## config.mk

```make
export PLATFORM = sky130hd
export DESIGN_NAME = stream_mux
export DESIGN_NICKNAME = d
export VERILOG_FILES = /design/src/rtl/stream_mux.sv
export SDC_FILE = /design/constraint.sdc
export NUM_CORES = 1
export LEC_CHECK = 0
export ABC_CLOCK_PERIOD_IN_PS = 2550
export CAP_MARGIN = 20
export CORE_MARGIN = 4
export CORE_UTILIZATION = 40
export DETAILED_ROUTE_END_ITERATION = 8
export PLACE_DENSITY = 0.81
export SETUP_SLACK_MARGIN = 0.3
export SLEW_MARGIN = 10
export SYNTH_ARGS = -nofsm -noshare
export SYNTH_HDL_FRONTEND = slang
export SYNTH_SLANG_ARGS = --single-unit
export TNS_END_PERCENT = 1
```

## constraint.sdc

```tcl
create_clock -name clk -period 2.55 [get_ports clk]
set_clock_uncertainty 0.05 [all_clocks]
set_input_delay 0.255 -clock clk [delete_from_list [all_inputs] [get_ports clk]]
set_output_delay 0.255 -clock clk [all_outputs]
set_load 0.02 [all_outputs]
```

## src/rtl/stream_mux.sv

```systemverilog
// Registered N:1 valid/ready stream multiplexer.
// Addressed or round-robin channel selection, one-entry output register.
module stream_mux #(
  parameter int WIDTH    = 8,
  parameter int CHANNELS = 4,
  localparam int AW      = $clog2(CHANNELS)
) (
  input  logic                      clk,
  input  logic                      reset,
  input  logic                      mode,
  input  logic [AW-1:0]             address,
  input  logic [CHANNELS*WIDTH-1:0] in_data,
  input  logic [CHANNELS-1:0]       in_valid,
  output logic [CHANNELS-1:0]       in_ready,
  output logic [WIDTH-1:0]          out_data,
  output logic                      out_valid,
  input  logic                      out_ready,
  output logic [AW-1:0]             out_channel
);

  logic             valid_q, valid_d;
  logic [WIDTH-1:0] data_q, data_d;
  logic [AW-1:0]    chan_q, chan_d;
  logic [AW-1:0]    ptr_q, ptr_d;

  logic          can_accept;
  logic          sel_ok;
  logic [AW-1:0] sel;
  logic [AW-1:0] idx;
  logic          xfer_in;
  logic          xfer_out;

  // Scan from the farthest offset down so the nearest valid channel wins.
  always_comb begin
    sel    = '0;
    sel_ok = 1'b0;
    idx    = '0;
    if (!mode) begin
      sel    = address;
      sel_ok = 1'b1;
    end else begin
      for (int k = CHANNELS - 1; k >= 0; k--) begin
        idx = ptr_q + AW'(k);
        if (in_valid[idx]) begin
          sel    = idx;
          sel_ok = 1'b1;
        end
      end
    end
  end

  always_comb begin
    can_accept = !valid_q || out_ready;
    in_ready   = '0;
    if (sel_ok && can_accept && !reset) begin
      in_ready[sel] = 1'b1;
    end
    xfer_in  = sel_ok && in_valid[sel] && in_ready[sel];
    xfer_out = valid_q && out_ready;
  end

  always_comb begin
    valid_d = valid_q;
    data_d  = data_q;
    chan_d  = chan_q;
    ptr_d   = ptr_q;
    if (xfer_in) begin
      valid_d = 1'b1;
      data_d  = in_data[int'(sel)*WIDTH +: WIDTH];
      chan_d  = sel;
      if (mode) begin
        ptr_d = sel + AW'(1);
      end
    end else if (xfer_out) begin
      valid_d = 1'b0;
    end
  end

  always_ff @(posedge clk) begin
    if (reset) begin
      valid_q <= 1'b0;
      data_q  <= '0;
      chan_q  <= '0;
      ptr_q   <= '0;
    end else begin
      valid_q <= valid_d;
      data_q  <= data_d;
      chan_q  <= chan_d;
      ptr_q   <= ptr_d;
    end
  end

  assign out_valid   = valid_q;
  assign out_data    = data_q;
  assign out_channel = chan_q;

endmodule

```

After elaboration in Yosys (flattened, before gate mapping)
Index checks and enable logic that the tools add are counted.
{ "classes": {"add_sub_neg": 4, "n_lt_le_gt_ge": 6, "shifts": 1, "n_mux": 27, "n_reduce_logical": 11} }
{ "ops": {"columns": ["cell", "count"], "rows": [
  ["variable part select 32 x 6 -> 8 bit", 1],
  ["less-than comparator 2 x 3 -> 1 bit, second input constant", 5],
  ["2-to-1 mux 1 bit", 14],
  ["binary-select mux 1 bit (select 2 bit)", 6],
  ["2-to-1 mux 2 bit", 5],
  ["logical AND 1 bit", 6],
  ["adder 2 x 1 -> 2 bit, second input constant", 2],
  ["adder 2 bit, second input constant", 2],
  ["2-to-1 mux 4 bit", 1],
  ["demux 1 bit (select 2 bit)", 1],
  [">= comparator 2 x 1 -> 1 bit, second input constant", 1],
  ["zero test 1 bit", 2],
  ["AND reduction 2 bit", 1],
  ["nonzero test 2 bit", 1],
  ["logical OR 1 bit", 1]
]} }
{ "totals": {"regBits": 13, "inputBits": 42, "output_inout_bits": 15, "wordCells": 53} }

Depth between registers and ports, before layout
{ "logic_depth": {"ltp_word": 17, "ltp_mapped": 9, "mapped_depth_nobuf": 6} }

Worst setup path before layout
No wires, ideal clock.
{ "synth_path": {"path_kind": "input-to-output", "from": "input in_valid[3]", "to": "output in_ready[2]", "arrival_time_ps": 1628, "required_ps": 2245, "setup_slack_ps": 617, "stages": 6, "n_path_buf": 2, "cell_sequence": "buf_2 > nor2b_1 > o2111ai_1 > o221ai_2 > buf_2 > nor3_1"} }
{ "synth_between": {"elab_chain_len": 12, "elab_cells_between_ends": 26, "classes_between": "order compare: 2; mux: 21; reduce/logical: 3"} }
{ "synth_rtl": {"columns": ["item", "line_no", "text"], "rows": [
  ["from (decl)", "13", "input logic [CHANNELS-1:0] in_valid,"],
  ["binary-select mux 1 bit (select 2 bit)", "44", "if (in_valid[idx]) begin"],
  ["2-to-1 mux 1 bit (not written as such)", "44", null],
  ["2-to-1 mux 2 bit (4 in a row)", "44", null],
  ["2-to-1 mux 2 bit", "38", "if (!mode) begin"],
  ["less-than comparator 2 x 3 -> 1 bit (not written as such) / >= comparator 2 x 1 -> 1 bit (equally long branches)", "56", "in_ready[sel] = 1'b1;"],
  ["logical AND 1 bit (not written as such)", "56", null],
  ["2-to-1 mux 1 bit (not written as such)", "56", null],
  ["demux 1 bit (select 2 bit)", "56", null],
  ["2-to-1 mux 4 bit *", "55", "if (sel_ok && can_accept && !reset) begin"],
  ["to (decl)", "14", "output logic [CHANNELS-1:0] in_ready,"]
]} }
Every way passes the cells marked *; elsewhere a longest branch is shown, timed or not. The select of a mux whose other input is x is not followed.

Worst setup path after layout
{ "layout_path": {"from": "input in_valid[3]", "to": "output in_ready[3]"} }
Same word-level chain as after synthesis.

==> impl_results.md <==
- CP Class: input port to output port
- DRT iter0 DRCs: 91
- Cts bufs inserted: 3
- CP Capture Type: output port
- EDFF count, synth: 0
- Synthesis warning total: 0
- Core area: between 2000 and 3000 µm²
- Maximum vdd drop: 432 µV
- Top delay family on crit path: buffers and inverters
- Clock root buffer: clkbuf_4
- Finished Layout Cells: roughly 250
- Asr flop ratio synth: 0%
- FP Rows: 18
- Vias in the first global route: 1365
- Grt total ovfl: 0
- GRT Total Usage: 22.1%
- Die Wd: slightly above 60 µm
- CP Launch Type: input port
- Final slew viol count: 0
- Final period utilization: about nine tenths
- Hold Buf Count CTS: 0
- Placed insts: 243
- Final WL: 3.87 mm
- CTS sink cnt: 13
- RSZ-0062 raised after global routing: yes
- Slowest library cell on the worst path: clkdlybuf4s50_1
- Max-capacitance violation count: 0
- Cells after Synth: 151
- Routed vias: 1386
- Distinct cells, synth: 36
- Final setup fails: 0
- IO Pins: 57
- Starting Density: 43.4%
- Yosys top cell by area: dfxtp_1
- Status: finished, final reports clean
- Critical Path Max Stage Delay: about 0.42 ns
- Die ar.: 3690 µm²
- Crit path time final: between 2 and 2.5 ns
- # diodes: 0
- Ratio of cells with drive above 1 in the final layout: between 10% and 20%
- Least-Margin Pin Slew: 0.381 ns
- Critical Path RT: 2.25 ns
- Crit path cell chain: clkdlybuf4s50_1 -> buf_4 -> nand2b_1 -> a221o_1 -> and2_1 -> and3_1 -> clkdlybuf4s15_1
- Clk slew on worst S/H paths: 0.07 ns
- CTS Buffer Depth: 2
- Sequential share of the synthesized area: between 20% and 30%
- Final Hold Fails: 0
- Routed Antenna Nets: 0
- Global-route wire length before repair: 6.23 mm
- Pin count of the biggest net entering global routing: 17
- Port-buffer cells: 56
- Synthesis-to-layout area growth: 62.2%
- Buffers & Inverters on Critical Path: 3
- # fillers: 216
- Fmax: roughly 0.45 GHz
- Clock insertion delay at the later pin of the skew report: 0.27 ns
- Leak: 0.735 nW
- Pwr dens: 430 nW/µm²
- FF+latch count, synth: 13
- GP Congestion: 0.865
- CTS tree: done
- Final net count: 261
- Worst path arrival time: 1.94 ns
- Die Ht: 60.8 µm
- Crit Path Max Fanout: 8
- DRC Markers: 0
- Mapped Area: 1110 µm²
- DPL Wire Length: 3.02 mm
- Top cell type's share of synthesized area: 23.4%
- Synthesized Nets: about 190
- Worst hold path class: flip-flop to flip-flop
- Rel. slew slack: about 74%
- Avg Cell Area, Syn: 7.37 µm²
- Initial antenna violation count: 0
- Main flop type after synthesis: dfxtp_1
- DRT Pass-1 Iters: 4
- Drt via density: 5.59
- Worst setup margin: 0.305 ns
- Pre-CTS setup slack: -0.0920 ns
- H-tree levels: 1
- Mean routed wirelength per cell: 15.6 µm
- Top post-synthesis cells by area: dfxtp_1, nand2_1, mux2i_1, a32o_1, a21oi_1
==> layer usage <==
layer	vias to the layer above	GRT usage (%)	routed length (µm)
li1	674	-	-
met1	625	27.6	1520
met2	74	37.3	1870
met3	13	4.89	364
met4	0	8.05	114
met5	-	0	0
==> final cells by class <==
class                   instances  area (µm²)  area share (%)
flip-flops and latches         13         263            14.5
multi-input cells             116         742            41.1
clock buffers                   4        26.3            1.45
well taps                      30        37.5            2.08
repair buffers                 77         708            39.2
inverters                       8        30.0            1.66
==> synth_stat cells, types with 2 or more instances <==
master	count
mux2i_1	11
nor2_1	9
a32o_1	8
nand2_1	36
buf_2	8
o21ai_0	4
inv_1	7
and3_1	2
dfxtp_1	13
nor2b_1	4
buf_6	3
a31oi_1	2
o31ai_1	2
a311oi_1	2
and2_1	2
a221o_1	2
a21oi_1	15
buf_4	3
==> placed cells by master (no fill, tap or decap), drive strengths merged, types with 3 or more instances in the layout <==
cell	Yosys	routed
buf	14	22
inv	7	7
nand2	36	36
o31ai	3	3
dlygate4sd2	0	4
clkbuf	0	4
mux2i	11	11
a21oi	16	16
clkdlybuf4s50	0	48
nor2b	4	4
a32o	8	8
nor2	9	9
o21ai	4	4
dfxtp	13	13
clkdlybuf4s15	0	3
==> cells by family after synthesis <==
| family | count (synthesis) | synth area share, % |
|---|---|---|
| xor+xnor | 1 | 0.787 |
| simple gates | 59 | 23.8 |
| buf+inv | 22 | 11.3 |
| flops | 13 | 23.4 |
| mux | 11 | 9.89 |
| compound gates | 45 | 30.8 |
==> worst reg2reg max path, cell delays in order, from the launching register on <==
cell	delay, ns
dfxtp_2	0.43
and2_1	0.18
o21ai_0	0.11
o221ai_2	0.17
buf_4	0.17
buf_4	0.15
nand3b_1	0.13
o31ai_4	0.10
buf_4	0.23
mux2i_1	0.22
==> repair_timing <==
action	in CTS	in global routing
pin swaps	1	0
buffers inserted	1	0
gates resized for setup	12	6
endpoints found under the setup margin	11	11
cloned	0	0
==> sequential cells by signal, summed over array words and instances (netlist names) <==
register and cells:
out_channel 2, out_data 8, out_valid 1, ptr_q 2
==> final timing paths <==
check        cells past startpoint                      from  slack (ns)                       end
max                              7               in_valid[3]        0.31               in_ready[3]
min reg2reg                      2  out_data[4]$_SDFFE_PP0P_        0.41  out_data[4]$_SDFFE_PP0P_
max reg2reg                      9     ptr_q[1]$_SDFFE_PP0P_        0.53  out_data[2]$_SDFFE_PP0P_
min                              2  out_data[4]$_SDFFE_PP0P_        0.41  out_data[4]$_SDFFE_PP0P_
==> power breakdown <==
group	total (W)	leakage (nW)	switching (W)	internal [W]
sequential	0.000253	0.108	0.0000198	0.000233
clock	0.000121	0.0150	0.0000608	0.0000605
combinational	0.000402	0.612	0.000191	0.000211
total	0.000776	0.735	0.000272	0.000504
==> stage by stage <==
step | hold WS [ns] | utilization (%) | setup TNS [ns] | total power [W] | area, µm²
floorplan | 0.274 | - | 0 | 0.000472 | 1110
global placement | 0.392 | 68.8 | -0.0418 | 0.000640 | 1770
detailed placement | 0.400 | 68.8 | -0.234 | 0.000651 | 1770
CTS | 0.417 | 69.9 | 0 | 0.000775 | 1790
global route | 0.434 | 70.4 | 0 | 0.000830 | 1810
finish | 0.413 | 70.4 | 0 | 0.000776 | 1810
No activity file was read; power rests on OpenSTA's default activity.
